### src/rtl/fetch_if.sv
// Fetch-stage bus: instruction memory port, hazard/redirect controls and the F/D register view.
interface fetch_if #(
  parameter int unsigned XLEN    = 32,
  parameter int unsigned PC_BITS = 5
);
  logic               stall_f;
  logic               stall_d;
  logic               ex_taken;
  logic [PC_BITS-1:0] ex_target;
  logic [PC_BITS-1:0] imem_addr;
  logic [XLEN-1:0]    imem_rdata;
  logic [PC_BITS-1:0] f_pc;
  logic [XLEN-1:0]    f_inst;
  logic [PC_BITS-1:0] d_pc;
  logic [XLEN-1:0]    d_inst;
  logic               d_valid;

  modport master (
    input  stall_f, stall_d, ex_taken, ex_target, imem_rdata,
    output imem_addr, f_pc, f_inst, d_pc, d_inst, d_valid
  );

  modport slave (
    output stall_f, stall_d, ex_taken, ex_target, imem_rdata,
    input  imem_addr, f_pc, f_inst, d_pc, d_inst, d_valid
  );
endinterface

### src/rtl/fetch_stage.sv
// IF stage: PC register, instruction fetch, F/D pipeline register, redirect/stall/flush handling
// and end-of-program detection with a fixed drain before the sticky halted flag.
module fetch_stage #(
  parameter int unsigned XLEN         = 32,
  parameter int unsigned PC_BITS      = 5,
  parameter int unsigned HALT_PC      = 22,
  parameter int unsigned DRAIN_CYCLES = 5
) (
  input  logic        clk,
  input  logic        rst,
  fetch_if.master     bus,
  output logic        halted,
  output logic [31:0] fetch_cnt
);

  localparam logic [1:0] ST_RUN    = 2'd0;
  localparam logic [1:0] ST_DRAIN  = 2'd1;
  localparam logic [1:0] ST_HALTED = 2'd2;

  localparam int unsigned DrainW = (DRAIN_CYCLES > 1) ? $clog2(DRAIN_CYCLES) : 1;

  logic [PC_BITS-1:0] pc_q, pc_d;
  logic [PC_BITS-1:0] d_pc_q, d_pc_d;
  logic [XLEN-1:0]    d_inst_q, d_inst_d;
  logic               d_valid_q, d_valid_d;
  logic [1:0]         state_q, state_d;
  logic [DrainW-1:0]  drain_q, drain_d;
  logic [31:0]        cnt_q, cnt_d;
  logic               halt_detect;
  logic               load_fd;

  assign bus.imem_addr = pc_q;
  assign bus.f_pc      = pc_q;
  assign bus.f_inst    = bus.imem_rdata;
  assign bus.d_pc      = d_pc_q;
  assign bus.d_inst    = d_inst_q;
  assign bus.d_valid   = d_valid_q;
  assign halted        = (state_q == ST_HALTED);
  assign fetch_cnt     = cnt_q;

  // The terminating zero word is neither loaded into F/D nor counted.
  assign halt_detect = (state_q == ST_RUN) && !bus.ex_taken && !bus.stall_f &&
                       (32'(pc_q) >= HALT_PC) && (bus.imem_rdata == '0);
  assign load_fd     = (state_q == ST_RUN) && !bus.ex_taken && !bus.stall_d && !halt_detect;

  always_comb begin
    pc_d      = pc_q;
    d_pc_d    = d_pc_q;
    d_inst_d  = d_inst_q;
    d_valid_d = d_valid_q;
    state_d   = state_q;
    drain_d   = drain_q;
    cnt_d     = cnt_q;

    if (bus.ex_taken) begin
      if (state_q != ST_HALTED) pc_d = bus.ex_target;
    end else if (!bus.stall_f && state_q == ST_RUN && !halt_detect) begin
      pc_d = pc_q + PC_BITS'(1);
    end

    if (bus.ex_taken || (!bus.stall_d && !load_fd)) begin
      d_pc_d    = '0;
      d_inst_d  = '0;
      d_valid_d = 1'b0;
    end else if (load_fd) begin
      d_pc_d    = pc_q;
      d_inst_d  = bus.imem_rdata;
      d_valid_d = 1'b1;
    end

    if (load_fd && cnt_q != 32'hFFFF_FFFF) cnt_d = cnt_q + 32'd1;

    unique case (state_q)
      ST_RUN: begin
        if (halt_detect) begin
          state_d = ST_DRAIN;
          drain_d = DrainW'(DRAIN_CYCLES - 1);
        end
      end
      ST_DRAIN: begin
        // A still-in-flight older branch means the zero word was on a wrong path.
        if (bus.ex_taken) begin
          state_d = ST_RUN;
        end else if (drain_q == '0) begin
          state_d = ST_HALTED;
        end else begin
          drain_d = drain_q - DrainW'(1);
        end
      end
      default: state_d = state_q;
    endcase
  end

  always_ff @(posedge clk) begin
    if (!rst) begin
      pc_q      <= '0;
      d_pc_q    <= '0;
      d_inst_q  <= '0;
      d_valid_q <= 1'b0;
      state_q   <= ST_RUN;
      drain_q   <= '0;
      cnt_q     <= '0;
    end else begin
      pc_q      <= pc_d;
      d_pc_q    <= d_pc_d;
      d_inst_q  <= d_inst_d;
      d_valid_q <= d_valid_d;
      state_q   <= state_d;
      drain_q   <= drain_d;
      cnt_q     <= cnt_d;
    end
  end

endmodule

### src/flat_wrapper.sv
// flat-port wrapper written by rule: the top's interface ports become plain ports
module fetch_stage_flat 
#(
  parameter int unsigned XLEN         = 32,
  parameter int unsigned PC_BITS      = 5,
  parameter int unsigned HALT_PC      = 22,
  parameter int unsigned DRAIN_CYCLES = 5
)
  (clk, rst, halted, fetch_cnt, bus_stall_f, bus_stall_d, bus_ex_taken, bus_ex_target, bus_imem_rdata, bus_imem_addr, bus_f_pc, bus_f_inst, bus_d_pc, bus_d_inst, bus_d_valid);
  fetch_if #(.XLEN(XLEN), .PC_BITS(PC_BITS)) bus_i ();
  input  logic clk;
  input  logic rst;
  output logic halted;
  output logic [31:0] fetch_cnt;
  input wire logic [$bits(bus_i.stall_f)-1:0] bus_stall_f;
  input wire logic [$bits(bus_i.stall_d)-1:0] bus_stall_d;
  input wire logic [$bits(bus_i.ex_taken)-1:0] bus_ex_taken;
  input wire logic [$bits(bus_i.ex_target)-1:0] bus_ex_target;
  input wire logic [$bits(bus_i.imem_rdata)-1:0] bus_imem_rdata;
  output wire logic [$bits(bus_i.imem_addr)-1:0] bus_imem_addr;
  output wire logic [$bits(bus_i.f_pc)-1:0] bus_f_pc;
  output wire logic [$bits(bus_i.f_inst)-1:0] bus_f_inst;
  output wire logic [$bits(bus_i.d_pc)-1:0] bus_d_pc;
  output wire logic [$bits(bus_i.d_inst)-1:0] bus_d_inst;
  output wire logic [$bits(bus_i.d_valid)-1:0] bus_d_valid;
  assign bus_i.stall_f = bus_stall_f;
  assign bus_i.stall_d = bus_stall_d;
  assign bus_i.ex_taken = bus_ex_taken;
  assign bus_i.ex_target = bus_ex_target;
  assign bus_i.imem_rdata = bus_imem_rdata;
  assign bus_imem_addr = bus_i.imem_addr;
  assign bus_f_pc = bus_i.f_pc;
  assign bus_f_inst = bus_i.f_inst;
  assign bus_d_pc = bus_i.d_pc;
  assign bus_d_inst = bus_i.d_inst;
  assign bus_d_valid = bus_i.d_valid;
  fetch_stage #(.XLEN(XLEN), .PC_BITS(PC_BITS), .HALT_PC(HALT_PC), .DRAIN_CYCLES(DRAIN_CYCLES)) u_core (.clk(clk), .rst(rst), .bus(bus_i), .halted(halted), .fetch_cnt(fetch_cnt));
endmodule
### config.mk
export PLATFORM = sky130hd
export DESIGN_NAME = fetch_stage_flat
export DESIGN_NICKNAME = d
export VERILOG_FILES = /design/src/rtl/fetch_if.sv /design/src/rtl/fetch_stage.sv /design/src/flat_wrapper.sv
export SDC_FILE = /design/constraint.sdc
export NUM_CORES = 1
export LEC_CHECK = 0
export CAP_MARGIN = 20
export CELL_PAD_IN_SITES_DETAIL_PLACEMENT = 2
export CELL_PAD_IN_SITES_GLOBAL_PLACEMENT = 2
export CORE_ASPECT_RATIO = 0.9
export CORE_MARGIN = 2
export CORE_UTILIZATION = 25
export CTS_BUF_LIST = sky130_fd_sc_hd__clkbuf_4
export DETAILED_ROUTE_END_ITERATION = 8
export PLACE_DENSITY = 0.94
export SYNTH_ARGS = -nofsm -noshare
export SYNTH_HDL_FRONTEND = slang
export SYNTH_SLANG_ARGS = --single-unit
### constraint.sdc
create_clock -name clk -period 2.67 [get_ports clk]
set_input_delay 0.534 -clock clk [delete_from_list [all_inputs] [get_ports clk]]
set_output_delay 0.534 -clock clk [all_outputs]
set_load 0.05 [all_outputs]
==> impl_metrics.json, run 1 <==
{
  "p_sw_w": 0.000874,
  "wire_per_inst_um": 21.8,
  "h-tree-depth": 3,
  "drive_gt1_frac": 0.181,
  "ys_ff_latch": 80,
  "worstSkewPairLatency_ns": 0.49,
  "synth_top_cell_by_area": "dfxtp_1",
  "dr.pass1.iters": 4,
  "syn-num-nets": 499,
  "power_density_nw_per_um2": 448,
  "synth_top_area_frac": 0.419,
  "io_buffers": 154,
  "detail-route-antenna-nets": 0,
  "ir_drop_uv": 169,
  "yosysWarnings": 0,
  "ys_async_sr_fraction": 0,
  "crit_arrival_ns": 3.10,
  "startpoint": "bus_imem_rdata[9]",
  "avgSynthCellArea_um2": 8.46,
  "drv_cap": 0,
  "synth_area_leaders": "dfxtp_1, a22oi_1, buf_4",
  "grt_pass1_vias": 4601,
  "wl_mm": 17.7,
  "core_area_um2": 14800,
  "cts_buffers": 9,
  "die_y_um": 121,
  "vias": 4198,
  "setup_ws_ns": -0.00387,
  "relSlewSlack": 0.252,
  "setup_viol": 2,
  "synthFlopType": "dfxtp_1",
  "yosysUniqueCellTypes": 42,
  "tightest_slew_ns": 1.12,
  "syn2layout_area_growth_pct": 50.6,
  "whs_ns": 0.504,
  "status": "finished, violations left",
  "io-pin-count": 155,
  "worst_setup_path_end_kind": "register",
  "start_kind": "input pin",
  "antenna_found_initial": 0,
  "clkSinkCount": 80,
  "clockPowerShare": 0.309,
  "pwr-share-seq": 0.477,
  "synth_area_um2": 3830,
  "drc": 0,
  "dieArea_um2": 16300,
  "clock.fmax_mhz": 374,
  "synth_edf_count": 0,
  "gp_congestion": 0.826,
  "place_hpwl_mm": 12.3,
  "cp.required_ns": 3.10,
  "clk_pin_slew_ns": 0.18,
  "clockBufferDepth": 2,
  "rows": 42,
  "yosysSeqAreaShare": 0.419,
  "grt_max_degree": 39,
  "min_period_ns": 2.67,
  "cts_root_buf": "clkbuf_4",
  "vias_per_cell": 5.17,
  "post-route-period-util": 1.00,
  "swShare": 0.338,
  "min_from": "u_core.fetch_cnt[20]",
  "nNetsFinal": 656,
  "stdcell_area_um2": 5760,
  "rr_startpoint": "u_core.bus.f_pc[0]",
  "internal_power_w": 0.00171,
  "initial_core_util": 0.258,
  "placed_cell_area_um2": 5590,
  "drtIter0Drc": 207,
  "hold_path_class": "reg2reg",
  "die_x_um": 134,
  "hold_viol_final": 0,
  "violations": "negative setup slack",
  "grt_first_pass_wirelength_mm": 25.6,
  "groute.usage.overall": 0.200,
  "crit_type": "in2reg",
  "gr-total-overflow": 0,
  "clock_skew_ns": 0.0259,
  "power_leakage_nw": 2.10,
  "power_frac_comb": 0.214,
  "synthCells": 452,
  "crit_fanout": 19,
  "slew_viol_final": 0,
  "cts_tree": "yes",
  "n_antenna_cell": 0
}
==> per-layer routing <==
| metal | wire (um) | up-vias | global-route usage |
|---|---|---|---|
| met5 | 0 | - | 0 |
| li1 | - | 1930 | - |
| met4 | 444 | 0 | 0.0533 |
| met1 | 7200 | 2082 | 0.225 |
| met3 | 1060 | 29 | 0.0560 |
| met2 | 9010 | 157 | 0.370 |
==> critical path, cell delays in order <==
cell and delay [ns]:
clkdlybuf4s50_1 0.54, nor4_1 0.09, buf_4 0.13, nand4_1 0.14, buf_4 0.14, nor2_1 0.05, buf_4 0.16, a21oi_2 0.87
a22oi_1 0.23, nor2_1 0.21
==> path summary, 6_finish.rpt <==
path | endpoint | slack (ns) | cells after the start
worst min register to register | u_core.fetch_cnt[20] | 0.50 | 2
worst min-delay path | u_core.fetch_cnt[20] | 0.50 | 2
worst max-delay path | u_core.bus.d_inst[22] | -0.004 | 10
worst max register to register | u_core.bus.d_inst[22] | 0.16 | 8
==> cell usage after synthesis (7+ instances only) <==
master,instances
inv_1,13
nand4_1,12
dfxtp_1,80
buf_4,37
clkbuf_1,23
nor3_1,7
o31ai_1,13
nor4_1,11
or3_1,8
nor2_1,58
nand2b_1,10
a21oi_1,25
nand3_1,16
nand2_1,21
a22oi_1,38
o211ai_1,9
or4_1,8
o21ai_0,8
==> power by group through the flow <==
stage	sequential, W	clock (W)	combinational (W)
after CTS	0.00123	0.000813	0.000546
final	0.00123	0.000799	0.000553
after global placement	0.00125	0	0.000522
after floorplan	0.00132	0	0.000254
after detailed placement	0.00126	0	0.000541
after global routing	0.00124	0.000869	0.000578
==> state kept, by name (all words and copies together), names as in the netlist <==
signal / count
u_core.drain_q: 3
u_core.bus.d_pc: 5
u_core.bus.f_pc: 5
u_core.bus.d_valid: 1
u_core.state_q: 2
u_core.bus.d_inst: 32
u_core.fetch_cnt: 32
==> repair_timing <==
action	in CTS	in global routing
resized for setup	1	2
hold buffers	0	0
cloned	0	1
setup endpoints to repair	10	6
setup buffers	0	0
endpoints found under the hold margin	0	0
pin swaps	0	1
==> final cells by class <==
type	count	area, um2
clock buffer	9	67.6
clock inverter	7	77.6
fill	1651	9060
inverter	13	48.8
multi-input combinational	295	1820
sequential	80	1600
tap	198	248
timing repair buffer	210	1900
==> cells by family (layout without fill, tap and decap cells) <==
kind of cell,count (synthesis),in the layout,share of synthesized area
flops,80,80,0.419
simple gates,165,165,0.223
fa+ha+maj,5,5,0.0164
mux,5,5,0.0131
buf+inv,78,239,0.114
xor+xnor,4,4,0.00916
compound gates,115,116,0.206
==> cells in the final DEF, fill, tap and decap left out, types with 7 or more instances in the layout <==
cell type,count
clkdlybuf4s50_1,121
buf_4,87
dfxtp_1,79
nor2_1,58
a22oi_1,38
a21oi_1,24
nand2_1,21
nand3_1,16
inv_1,13
o31ai_1,13
nand4_1,12
nand2b_1,10
o211ai_1,9
nor4_1,9
clkbuf_4,9
or3_1,8
or4_1,8
o21ai_0,8
nor3_1,7
==> stage by stage <==
stage / setup WS [ns] / util / setup TNS [ns] / instances / power [W]
CTS: 0.0531 / 0.388 / 0 / 811 / 0.00259
finish: -0.00387 / 0.389 / -0.00464 / 812 / 0.00258
floorplan: 0.0553 / - / 0 / 452 / 0.00157
global placement: -0.463 / 0.377 / -25.62 / 795 / 0.00178
global route: -0.0761 / 0.389 / -0.168 / 812 / 0.00268
detailed placement: -0.570 / 0.377 / -34.01 / 795 / 0.00180
Note: power is estimated with default switching activity, not from simulation.
==> run 2, diff against run 1 <==
--- a/config.mk
+++ b/config.mk
@@ -5,7 +5,6 @@
 export SDC_FILE = /design/constraint.sdc
 export NUM_CORES = 1
 export LEC_CHECK = 0
-export CAP_MARGIN = 20
 export CELL_PAD_IN_SITES_DETAIL_PLACEMENT = 2
 export CELL_PAD_IN_SITES_GLOBAL_PLACEMENT = 2
 export CORE_ASPECT_RATIO = 0.9
@@ -14,6 +13,7 @@
 export CTS_BUF_LIST = sky130_fd_sc_hd__clkbuf_4
 export DETAILED_ROUTE_END_ITERATION = 8
 export PLACE_DENSITY = 0.94
+export SETUP_SLACK_MARGIN = 0.3
 export SYNTH_ARGS = -nofsm -noshare
 export SYNTH_HDL_FRONTEND = slang
 export SYNTH_SLANG_ARGS = --single-unit
==> run 2 against run 1 <==
The flow now finishes without violations. Combinational power is essentially flat. First-iteration DRC count shrank 4.3%. Worst hold slack lost 0.013 ns. Fmax grew 14%. Clock skew shrank 0.012 ns. Worst setup slack gained 0.33 ns. Clock power shrank 14%. Final cell count grew 0.49%. Final area grew 2.8%. Register-to-register slack gained 0.21 ns. Largest cell class unchanged.
==> impl_metrics.json, run 2 (same netlist as run 1, synthesis figures left out) <==
{
  "status": "complete, no violations",
  "clockBufferDepth": 2,
  "dieArea_um2": 16300,
  "cts_root_buf": "clkbuf_4",
  "die_x_um": 134,
  "crit_arrival_ns": 2.70,
  "core_area_um2": 14800,
  "drc": 0,
  "clkSinkCount": 80,
  "antenna_found_initial": 0,
  "setup_viol": 0,
  "start_kind": "input pin",
  "dr.pass1.iters": 4,
  "reg2reg_slack_ns": 0.37,
  "cp.required_ns": 3.03,
  "clock_skew_ns": 0.0143,
  "rows": 42,
  "detail-route-antenna-nets": 0,
  "h-tree-depth": 3,
  "grt_first_pass_wirelength_mm": 25.8,
  "min_period_ns": 2.35,
  "clock.fmax_mhz": 426,
  "wl_mm": 17.1,
  "power_leakage_nw": 2.36,
  "drive_gt1_frac": 0.232,
  "groute.usage.overall": 0.205,
  "drv_cap": 0,
  "clk_pin_slew_ns": 0.14,
  "worst_setup_path_end_kind": "register",
  "crit_fanout": 5,
  "nNetsFinal": 659,
  "relSlewSlack": 0.573,
  "cts_buffers": 9,
  "min_to": "u_core.fetch_cnt[20]",
  "initial_core_util": 0.258,
  "rr_startpoint": "u_core.fetch_cnt[0]",
  "tightest_slew_ns": 0.639,
  "final_util": 0.400,
  "nFillCells": 1659,
  "gp_congestion": 0.809,
  "drtIter0Drc": 198,
  "post-route-period-util": 0.879,
  "slew_viol_final": 0,
  "vias": 4196,
  "io-pin-count": 155,
  "cts_tree": "yes",
  "min_from": "u_core.fetch_cnt[20]",
  "rsz0062_at_grt": "false",
  "place_hpwl_mm": 12.5,
  "most-common-layout-cells": "clkdlybuf4s50_1, buf_4, dfxtp_1",
  "r2r-end": "u_core.fetch_cnt[11]",
  "wire_per_inst_um": 20.9,
  "dp.cells": 793,
  "crit_type": "in2reg",
  "worstSkewPairLatency_ns": 0.46,
  "die_y_um": 121,
  "power_w": 0.00248,
  "gr-total-overflow": 0,
  "hold_path_class": "reg2reg",
  "grt_max_degree": 39,
  "setup_tns_ns": 0,
  "stdcell_count": 816,
  "vias_per_cell": 5.14,
  "ir_drop_uv": 214,
  "hold_depth": 2,
  "layout_commonest_cell": "clkdlybuf4s50_1",
  "r2r_cells": 8,
  "syn2layout_area_growth_pct": 54.9,
  "grt_pass1_vias": 4535,
  "io_buffers": 154,
  "power_density_nw_per_um2": 418,
  "hold_viol_final": 0
}
==> run 2: cell types whose count changed in the layout (fill, tap and decap cells not counted), sizes merged, moves of 3 or more <==
cell	change
clkdlybuf4s50	-23
dlymetal6s2s	+14
dlygate4sd2	+8
clkbuf	+3
==> run 2: worst max-delay path by stage <==
stage	slack [ns]	to	cells after the start	startpoint
after global placement	-0.38	u_core.fetch_cnt[13]	9	bus_imem_rdata[9]
after floorplan	0.30	u_core.fetch_cnt[30]	7	u_core.fetch_cnt[12]
final	0.32	u_core.drain_q[2]	7	bus_imem_rdata[25]
after global routing	0.27	u_core.fetch_cnt[5]	8	u_core.fetch_cnt[0]
after CTS	0.30	halted	2	u_core.state_q[1]
after detailed placement	-0.48	u_core.fetch_cnt[14]	9	bus_imem_rdata[13]
==> run 2: where the power goes <==
| part | internal [W] | switching [W] | total (W) |
|---|---|---|---|
| sequential | 0.00121 | 0.0000240 | 0.00124 |
| clock | 0.000201 | 0.000483 | 0.000685 |
| combinational | 0.000203 | 0.000352 | 0.000555 |
==> run 2: critical path, cell delays in order <==
cell and delay (ns):
clkdlybuf4s50_1 0.51, nor4_2 0.35, nand4_1 0.25, or3_4 0.43, buf_4 0.15, o21a_1 0.14, o311a_1 0.33
==> run 2: area by class of cell <==
class	count	area [um2]	area share
well taps	198	248	0.0418
inverters	13	48.8	0.00823
clock inverters	7	55.1	0.00929
multi-input cells	295	1910	0.322
diodes	1	2.50	0.000422
clock buffers	9	67.6	0.0114
repair buffers	213	1970	0.332
flip-flops and latches	80	1630	0.275
==> run 2: metal layers <==
metal	track usage	routed length [um]
met4	0.0599	374
met1	0.222	6650
met2	0.377	8770
met3	0.0702	1270
met5	0	0
==> run 2: per-stage QoR <==
| stage | hold WS [ns] | worst slack [ns] | instance area [um2] |
|---|---|---|---|
| after floorplan | 0.457 | 0.301 | 3860 |
| after global placement | 0.458 | -0.380 | 5620 |
| after detailed placement | 0.478 | -0.481 | 5620 |
| after CTS | 0.498 | 0.300 | 5790 |
| after global routing | 0.508 | 0.271 | 5920 |
| final | 0.491 | 0.324 | 5930 |
==> run 2: timing repair <==
| item | 4_1_cts | 5_1_grt |
|---|---|---|
| buffers inserted | 0 | 4 |
| cloned | 1 | 1 |
| pin swaps | 0 | 5 |
| setup endpoints to repair | 81 | 56 |
| gates resized for setup | 18 | 25 |
| endpoints found under the hold margin | 0 | 0 |
| hold buffers | 0 | 0 |
